<file path="config.mk">
export PLATFORM = sky130hd
export DESIGN_NAME = prog_loader_flat
export DESIGN_NICKNAME = d
export VERILOG_FILES = /design/src/rtl/prog_loader_if.sv /design/src/rtl/prog_loader.sv /design/src/flat_wrapper.sv
export SDC_FILE = /design/constraint.sdc
export NUM_CORES = 1
export LEC_CHECK = 0
export ABC_CLOCK_PERIOD_IN_PS = 5200
export CORE_AREA = 5 5 76 78
export DETAILED_ROUTE_END_ITERATION = 16
export DIE_AREA = 0 0 81 83
export GPL_TIMING_DRIVEN = 1
export PLACE_DENSITY = 0.82
export SLEW_MARGIN = 20
export SYNTH_ARGS = -nofsm -noshare
export SYNTH_HDL_FRONTEND = slang
export SYNTH_SLANG_ARGS = --single-unit
</file>
<file path="constraint.sdc">
create_clock -name clk -period 5.2 [get_ports clk]
set_input_delay 0.78 -clock clk [delete_from_list [all_inputs] [get_ports clk]]
set_output_delay 0.78 -clock clk [all_outputs]
set_load 0.02 [all_outputs]
</file>
<file path="src/rtl/prog_loader_if.sv">
// Byte-stream input and program-memory write port of the program loader.
// The master side is the host/byte source plus memory/CPU observer.
// The slave side is the loader itself.
interface prog_loader_if #(
    parameter int ADDR_W = 5
);
    logic              start;
    logic              byte_valid;
    logic [7:0]        byte_data;
    logic              byte_ready;
    logic              mem_we;
    logic [ADDR_W-1:0] mem_addr;
    logic [15:0]       mem_wdata;
    logic              cpu_rstn;
    logic              busy;
    logic              done;
    logic              err;

    modport master (
        output start, byte_valid, byte_data,
        input  byte_ready, mem_we, mem_addr, mem_wdata, cpu_rstn, busy, done, err
    );

    modport slave (
        input  start, byte_valid, byte_data,
        output byte_ready, mem_we, mem_addr, mem_wdata, cpu_rstn, busy, done, err
    );
endinterface

</file>
<file path="src/rtl/prog_loader.sv">
// Program-memory loader.
// Frame format: COUNT, then N x (HI, LO), then an XOR checksum over the 2N data bytes.
// Each word is written to program RAM one cycle after its LO byte.
// The CPU is held in reset until a frame passes its checksum.
module prog_loader #(
    parameter int ADDR_W = 5,
    parameter int DEPTH  = 32
) (
    input  logic          clk,
    input  logic          rst,
    prog_loader_if.slave  bus
);
    localparam int REM_W = $clog2(DEPTH + 1);

    typedef enum logic [2:0] {
        S_IDLE, S_COUNT, S_HI, S_LO, S_CHK, S_DONE, S_ERR
    } state_t;

    state_t            state_q, state_d;
    logic [ADDR_W-1:0] addr_q, addr_d;
    logic [REM_W-1:0]  rem_q, rem_d;
    logic [7:0]        hi_q, hi_d;
    logic [7:0]        chk_q, chk_d;
    logic              ready_q, ready_d;
    logic              we_q, we_d;
    logic [ADDR_W-1:0] maddr_q, maddr_d;
    logic [15:0]       wdata_q, wdata_d;
    logic              rstn_q, rstn_d;
    logic              busy_q, busy_d;
    logic              done_q, done_d;
    logic              err_q, err_d;
    logic              xfer;

    // Next-state and registered-output computation for the frame parser
    always_comb begin
        state_d = state_q;
        addr_d  = addr_q;
        rem_d   = rem_q;
        hi_d    = hi_q;
        chk_d   = chk_q;
        we_d    = 1'b0;
        maddr_d = maddr_q;
        wdata_d = wdata_q;
        rstn_d  = rstn_q;
        busy_d  = busy_q;
        done_d  = done_q;
        err_d   = err_q;
        xfer    = bus.byte_valid && ready_q;

        case (state_q)
            S_IDLE, S_DONE, S_ERR: begin
                if (bus.start) begin
                    state_d = S_COUNT;
                    done_d  = 1'b0;
                    err_d   = 1'b0;
                    rstn_d  = 1'b0;
                    addr_d  = '0;
                    chk_d   = 8'h00;
                    busy_d  = 1'b1;
                end
            end
            S_COUNT: begin
                if (xfer) begin
                    if (bus.byte_data == 8'h00 || int'(bus.byte_data) > DEPTH) begin
                        state_d = S_ERR;
                        err_d   = 1'b1;
                        busy_d  = 1'b0;
                        rstn_d  = 1'b0;
                    end else begin
                        rem_d   = REM_W'(bus.byte_data);
                        state_d = S_HI;
                    end
                end
            end
            S_HI: begin
                if (xfer) begin
                    hi_d    = bus.byte_data;
                    chk_d   = chk_q ^ bus.byte_data;
                    state_d = S_LO;
                end
            end
            S_LO: begin
                if (xfer) begin
                    chk_d   = chk_q ^ bus.byte_data;
                    we_d    = 1'b1;
                    maddr_d = addr_q;
                    wdata_d = {hi_q, bus.byte_data};
                    addr_d  = addr_q + ADDR_W'(1);
                    rem_d   = rem_q - REM_W'(1);
                    state_d = (rem_q == REM_W'(1)) ? S_CHK : S_HI;
                end
            end
            S_CHK: begin
                if (xfer) begin
                    busy_d = 1'b0;
                    if (bus.byte_data == chk_q) begin
                        state_d = S_DONE;
                        done_d  = 1'b1;
                        rstn_d  = 1'b1;
                    end else begin
                        state_d = S_ERR;
                        err_d   = 1'b1;
                        rstn_d  = 1'b0;
                    end
                end
            end
            default: state_d = S_IDLE;
        endcase

        // byte_ready follows the state being entered, so it is a pure Moore output
        ready_d = (state_d == S_COUNT) || (state_d == S_HI) ||
                  (state_d == S_LO)    || (state_d == S_CHK);
    end

    // State and output registers with synchronous reset
    always_ff @(posedge clk) begin
        if (rst) begin
            state_q <= S_IDLE;
            addr_q  <= '0;
            rem_q   <= '0;
            hi_q    <= 8'h00;
            chk_q   <= 8'h00;
            ready_q <= 1'b0;
            we_q    <= 1'b0;
            maddr_q <= '0;
            wdata_q <= 16'h0000;
            rstn_q  <= 1'b0;
            busy_q  <= 1'b0;
            done_q  <= 1'b0;
            err_q   <= 1'b0;
        end else begin
            state_q <= state_d;
            addr_q  <= addr_d;
            rem_q   <= rem_d;
            hi_q    <= hi_d;
            chk_q   <= chk_d;
            ready_q <= ready_d;
            we_q    <= we_d;
            maddr_q <= maddr_d;
            wdata_q <= wdata_d;
            rstn_q  <= rstn_d;
            busy_q  <= busy_d;
            done_q  <= done_d;
            err_q   <= err_d;
        end
    end

    assign bus.byte_ready = ready_q;
    assign bus.mem_we     = we_q;
    assign bus.mem_addr   = maddr_q;
    assign bus.mem_wdata  = wdata_q;
    assign bus.cpu_rstn   = rstn_q;
    assign bus.busy       = busy_q;
    assign bus.done       = done_q;
    assign bus.err        = err_q;
endmodule

</file>
<file path="src/flat_wrapper.sv">
// flat-port wrapper written by rule: the top's interface ports become plain ports
module prog_loader_flat 
#(
    parameter int ADDR_W = 5,
    parameter int DEPTH  = 32
)
  (clk, rst, bus_start, bus_byte_valid, bus_byte_data, bus_byte_ready, bus_mem_we, bus_mem_addr, bus_mem_wdata, bus_cpu_rstn, bus_busy, bus_done, bus_err);
  prog_loader_if #(.ADDR_W(ADDR_W)) bus_i ();
  input  logic clk;
  input  logic rst;
  input wire logic [$bits(bus_i.start)-1:0] bus_start;
  input wire logic [$bits(bus_i.byte_valid)-1:0] bus_byte_valid;
  input wire logic [$bits(bus_i.byte_data)-1:0] bus_byte_data;
  output wire logic [$bits(bus_i.byte_ready)-1:0] bus_byte_ready;
  output wire logic [$bits(bus_i.mem_we)-1:0] bus_mem_we;
  output wire logic [$bits(bus_i.mem_addr)-1:0] bus_mem_addr;
  output wire logic [$bits(bus_i.mem_wdata)-1:0] bus_mem_wdata;
  output wire logic [$bits(bus_i.cpu_rstn)-1:0] bus_cpu_rstn;
  output wire logic [$bits(bus_i.busy)-1:0] bus_busy;
  output wire logic [$bits(bus_i.done)-1:0] bus_done;
  output wire logic [$bits(bus_i.err)-1:0] bus_err;
  assign bus_i.start = bus_start;
  assign bus_i.byte_valid = bus_byte_valid;
  assign bus_i.byte_data = bus_byte_data;
  assign bus_byte_ready = bus_i.byte_ready;
  assign bus_mem_we = bus_i.mem_we;
  assign bus_mem_addr = bus_i.mem_addr;
  assign bus_mem_wdata = bus_i.mem_wdata;
  assign bus_cpu_rstn = bus_i.cpu_rstn;
  assign bus_busy = bus_i.busy;
  assign bus_done = bus_i.done;
  assign bus_err = bus_i.err;
  prog_loader #(.ADDR_W(ADDR_W), .DEPTH(DEPTH)) u_core (.clk(clk), .rst(rst), .bus(bus_i));
endmodule
</file>
==> reports/qor.yml, run 1 <==
avgViaCountPerCell: 5.63
synth_commonest_cells: "dfxtp_1, nand2_1, a21oi_1"
max_cap_viol_count: 0
grt.total_usage_pct: 21.0
finalClockSkew_ns: 0.00788
leakage_nw: 1.11
buffer_ports.inserted: 38
worst-path-max-fanout: 7
tritoncts: "built"
multi_input_area_sq_um: 1510
holdCritPathClass: "reg2reg"
cts_inserted_buffers: 9
core.rowCount: 26
result_of_the_run: "complete, no violations"
highest_clock_rate_mhz: 395
nNetsFinal: 385
cts_sink_cnt: 57
setup_bufs_post_cts: 0
power_per_cell_area_nw_per_um2: 314
grt_max_degree: 58
drt_wl_total_mm: 6.56
final.period_utilization_pct: 48.7
cts_max_path_bufs: 2
worst_pin_slew_ns: 1.01
final_period_minus_worst_setup_slack_ns: 2.53
synth.top_cell.area_share_pct: 40.6
slew_viol_final: 0
cts.repair.resized: 0
layout-area-overhead-vs-synth_pct: 20.4
setup_tns_ns: 0
required_ns: 5.44
synthDominantAreaCellType: "dfxtp_1"
async_reset_ff_share_pct: 0
finalHoldWorstSlack_ns: 0.453
synth.lib_cells_used.distinct: 56
yosys_warnings: 0
drtAntennaViolNets: 0
grt_setup_unrepaired: "no"
cts_root_buf: "clkbuf_8"
synth.ff_latch_count: 57
cts_hold_buffers: 0
worst_case_headroom_to_the_max_slew_limit_pct: 32.7
final-setup-viol-count: 0
detailedRoute.firstPassIterationCount: 4
grt_antenna_before_repair: 0
synthTopCellsByArea: "dfxtp_1, a21oi_1, nand2_1"
chipWidth_um: 81
top_count_cell_post_synth: "dfxtp_1"
fillers: 441
critical_path_class: "in2reg"
grt_overflow: 0
design.portCount: 39
initialDrtViolationCount: 141
worst_ir_drop_vdd_mv: 0.255
syn-instance-count: 345
synth_top_flop_cell: "dfxtp_1"
initial_utilization_pct: 56.1
detailedPlacementHpwl_mm: 4.39
synth_edf_count: 0
timing.critical_path.arrival_ns: 2.77
placeableCoreArea_sq_um: 5010
route.detailed.wl_per_inst_um: 14.8
synth.cell_area_sq_um: 2810
drive_gt1_share_pct: 7.22
synth_area_per_cell_sq_um: 8.15
number_of_failing_hold_endpoints_at_the_final_stage: 0
first_global_vias: 2355
die_area_sq_um: 6720
cts.reportedPaths.clkPinSlew_ns: 0.07
die_h_um: 83
vias: 2499
antenna_cells_inserted: 0
synthesis.nets: 360
gp_routability_congestion: 0.810
crit_path_start_kind: "primary input"
clk-insertion-delay-late_ns: 0.35
wire_length_of_the_first_global_routing_pass_mm: 11.1
endpoint_kind: "flip-flop"
drc: 0
cts_htree_levels: 3
register_area_sq_um: 1140
ys_seq_area_share_pct: 40.6
-- cell families after synthesis --
| logic type | share of synthesized area (%) |
|---|---|
| AO/OA/AOI/OAI | 19.1 |
| XOR/XNOR | 3.74 |
| adder cells (fa/ha/maj) | 1.34 |
| buffers and inverters | 5.61 |
| flip-flops | 40.6 |
| multiplexers | 4.32 |
| AND/OR/NAND/NOR | 25.3 |
-- where the power goes --
| part | total [W] | switching, W | internal, W |
|---|---|---|---|
| Combinational | 0.0000950 | 0.0000571 | 0.0000379 |
| Clock | 0.000512 | 0.000183 | 0.000329 |
| Sequential | 0.000456 | 0.0000132 | 0.000443 |
-- critical path, cell delays in order --
cell             delay [ns]
clkdlybuf4s50_1        0.70
nor4_4                 0.10
a2111oi_4              0.50
nor3_2                 0.10
a21oi_1                0.24
mux2_1                 0.34
-- metal layers --
| metal | GRT usage (%) | part of all wire [%] |
|---|---|---|
| met1 | 26.3 | 44 |
| met2 | 32.8 | 47 |
| met3 | 4.76 | 6.6 |
| met4 | 11.5 | 2.5 |
| met5 | 0 | 0 |
-- stage by stage --
stage / total power, W / instances / setup WS (ns) / area, sq um / utilization (%)
2_1_floorplan: 0.000535 / 345 / 2.99 / 2810 / -
6_report: 0.00106 / 444 / 2.67 / 3380 / 67.5
4_1_cts: 0.00107 / 444 / 2.71 / 3380 / 67.5
5_1_grt: 0.00110 / 444 / 2.58 / 3380 / 67.5
3_5_place_dp: 0.000560 / 429 / 2.36 / 3140 / 62.7
3_3_place_gp: 0.000558 / 429 / 2.41 / 3140 / 62.7
-- cells in the final DEF, fill, tap and decap left out, drive strengths merged, types with 3 or more instances in the layout --
cell            n
nand2b          6
clkbuf         10
xor2            4
dfxtp          57
o21a            3
or2             3
xnor2           8
nand3           4
inv             5
a21oi          50
nor2b           3
nand2          51
bufinv          3
o21ai          23
mux2i          11
nor3            4
ha              3
nand4           3
clkdlybuf4s50  37
nor2           40
nand3b         11
-- final timing paths --
path / from / to / cells past startpoint / slack (ns)
hold / removal: u_core.bus.mem_addr[3]$_SDFFE_PP0P_ / u_core.bus.mem_addr[3]$_SDFFE_PP0P_ / 2 / 0.45
hold reg to reg: u_core.bus.mem_addr[3]$_SDFFE_PP0P_ / u_core.bus.mem_addr[3]$_SDFFE_PP0P_ / 2 / 0.45
setup reg to reg: u_core.state_q[0]$_SDFF_PP0_ / u_core.chk_q[6]$_SDFFE_PP0P_ / 5 / 3.01
setup / recovery: bus_byte_data[3] / u_core.bus.byte_ready$_SDFF_PP0_ / 6 / 2.67
-- state kept, by name, indices dropped and copies added (netlist names) --
| signal | count |
|---|---|
| u_core.bus.mem_addr | 5 |
| u_core.bus.err | 1 |
| u_core.bus.done | 1 |
| u_core.addr_q | 5 |
| u_core.bus.busy | 1 |
| u_core.chk_q | 8 |
| u_core.hi_q | 8 |
| u_core.bus.byte_ready | 1 |
| u_core.bus.mem_we | 1 |
| u_core.state_q | 3 |
| u_core.bus.cpu_rstn | 1 |
| u_core.bus.mem_wdata | 16 |
| u_core.rem_q | 6 |
-- final cells by class --
| class | instances | share of cell area [%] |
|---|---|---|
| repair buffers | 39 | 11.3 |
| clock buffers | 10 | 4.07 |
| multi-input cells | 258 | 44.7 |
| clock inverters | 5 | 3.07 |
| well taps | 70 | 2.59 |
| flip-flops and latches | 57 | 33.7 |
| inverters | 5 | 0.555 |
No activity file was read; power rests on OpenSTA's default activity.
==> run 2, diff against run 1 <==
ABC_CLOCK_PERIOD_IN_PS = 2100   (was 5200)
CORE_AREA = 5 5 82 84   (was 5 5 76 78)
DIE_AREA = 0 0 87 89   (was 0 0 81 83)
PLACE_DENSITY = 0.74   (was 0.82)
clock period = 2.1 ns   (was 5.2 ns; I/O delays follow)
==> reports/qor.yml, run 2 (same netlist as run 1, synthesis figures left out) <==
cts_hold_buffers: 0
grt_overflow: 0
internal-power_w: 0.00181
number_of_failing_hold_endpoints_at_the_final_stage: 0
rr_worst_depth: 5
post-route-util_pct: 61.4
fillers: 510
slowest_delay_ns: 0.63
initial_utilization_pct: 48.0
chipWidth_um: 87
nNetsFinal: 418
route.detailed.wl_per_inst_um: 14.1
max_cap_viol_count: 0
total_power_w: 0.00244
required_ns: 2.33
avgViaCountPerCell: 5.36
leakage_nw: 1.25
worst-path-max-fanout: 17
drive_gt1_share_pct: 14.7
drc: 0
die_area_sq_um: 7740
grt.total_usage_pct: 19.2
cts_max_path_bufs: 2
comb_power_share_pct: 12.0
drtAntennaViolNets: 0
crit_path_start_kind: "flip-flop"
worst_pin_slew_ns: 0.499
most-common-layout-cells: "dfxtp_1, nand2_1, a21oi_1"
design.portCount: 39
number_of_flip_flops_in_the_largest_register: 16
worst_ir_drop_vdd_mv: 0.510
tritoncts: "built"
detailedRoute.firstPassIterationCount: 4
grt_setup_unrepaired: "no"
critical_path_depth: 5
buffer_ports.inserted: 38
grt_max_degree: 36
whs_path_depth: 2
final-setup-viol-count: 0
cts.repair.resized: 0
endpoint_kind: "flip-flop"
first_global_vias: 2512
worst_case_headroom_to_the_max_slew_limit_pct: 66.7
worstPathCellList: "nand4b_1 -> o21ai_0 -> a211oi_1 -> nor2_1 -> mux2_1"
result_of_the_run: "complete, no violations"
final_period_minus_worst_setup_slack_ns: 1.89
timing.critical_path.arrival_ns: 2.11
gp_routability_congestion: 0.813
finalClockSkew_ns: 0.00398
grt_antenna_before_repair: 0
timing.critical_path.slowest_stage_cell: "dfxtp_1"
clk-insertion-delay-late_ns: 0.34
layout-area-overhead-vs-synth_pct: 27.8
sw_frac_of_total_pct: 26.0
critPathTopFamily: "flip-flops"
cts_inserted_buffers: 9
detailedPlacementHpwl_mm: 4.73
die_h_um: 89
critical_path_class: "reg2reg"
slew_viol_final: 0
finalNonFillerCells: 483
finalHoldWorstSlack_ns: 0.402
highest_clock_rate_mhz: 530
power_per_cell_area_nw_per_um2: 679
p_sw_w: 0.000635
pre_cts_slack_ns: -0.115
final.period_utilization_pct: 89.9
wire_length_of_the_first_global_routing_pass_mm: 11.7
final_common_cell: "dfxtp_1"
core.rowCount: 28
worst-path-buf-inv: 0
vias: 2590
placeableCoreArea_sq_um: 5850
cts.reportedPaths.clkPinSlew_ns: 0.06
share_clk_of_total_power_pct: 42.0
initialDrtViolationCount: 176
cts_root_buf: "clkbuf_8"
drt_wl_total_mm: 6.80
pwr-share-seq_pct: 46.0
holdCritPathClass: "in2reg"
fin_worst_setup_slack_ns: 0.213
cts_htree_levels: 3
setup_bufs_post_cts: 0
antenna_cells_inserted: 0
dp_cells: 467
cts_sink_cnt: 57
-- run 2: changes by cell type in the layout (fill, tap and decap cells not counted) --
cell	before	now
clkbuf_1	0	1
clkinvlp_4	0	2
bufinv_16	3	1
buf_4	1	34
clkinv_2	1	2
clkinv_4	1	0
-- run 2: power groups by stage --
stage	Sequential [W]	Clock, W	Combinational [W]
6_report	0.00112	0.00103	0.000293
5_1_grt	0.00113	0.00109	0.000319
4_1_cts	0.00112	0.00105	0.000292
3_5_place_dp	0.00115	0	0.000290
3_3_place_gp	0.00115	0	0.000287
2_1_floorplan	0.00114	0	0.000181
-- run 2: cell type report --
cell class                 instances  area, sq um  area share [%]
clock inverter                     5         55.1            1.53
timing repair buffer              72          631            17.6
tap                               75         93.8            2.61
multi-input combinational        258         1510            42.1
clock buffer                      11          141            3.94
sequential                        57         1140            31.8
inverter                           5         18.8           0.522
-- run 2: worst paths after layout --
kind / from / slack, ns / to
hold reg to reg: u_core.bus.err$_SDFFE_PP0P_ / 0.45 / u_core.bus.err$_SDFFE_PP0P_
hold / removal: rst / 0.40 / u_core.state_q[2]$_SDFF_PP0_
setup / recovery: u_core.state_q[2]$_SDFF_PP0_ / 0.21 / u_core.bus.byte_ready$_SDFF_PP0_
setup reg to reg: u_core.state_q[2]$_SDFF_PP0_ / 0.21 / u_core.bus.byte_ready$_SDFF_PP0_
-- run 2: layer usage --
| layer | part of all wire [%] | vias to the layer above | global-route usage, % | wire, um |
|---|---|---|---|---|
| li1 | - | 1304 | - | - |
| met1 | 46 | 1203 | 24.1 | 3110 |
| met2 | 47 | 67 | 31.3 | 3210 |
| met3 | 4.9 | 16 | 5.62 | 335 |
| met4 | 2.1 | 0 | 7.08 | 143 |
| met5 | 0 | - | 0 | 0 |
-- run 2: metrics by stage --
step | cell area (sq um) | TNS (ns)
finish | 3590 | 0
global route | 3590 | 0
CTS | 3590 | 0
detailed placement | 3400 | -0.333
global placement | 3400 | -0.186
floorplan | 2810 | 0
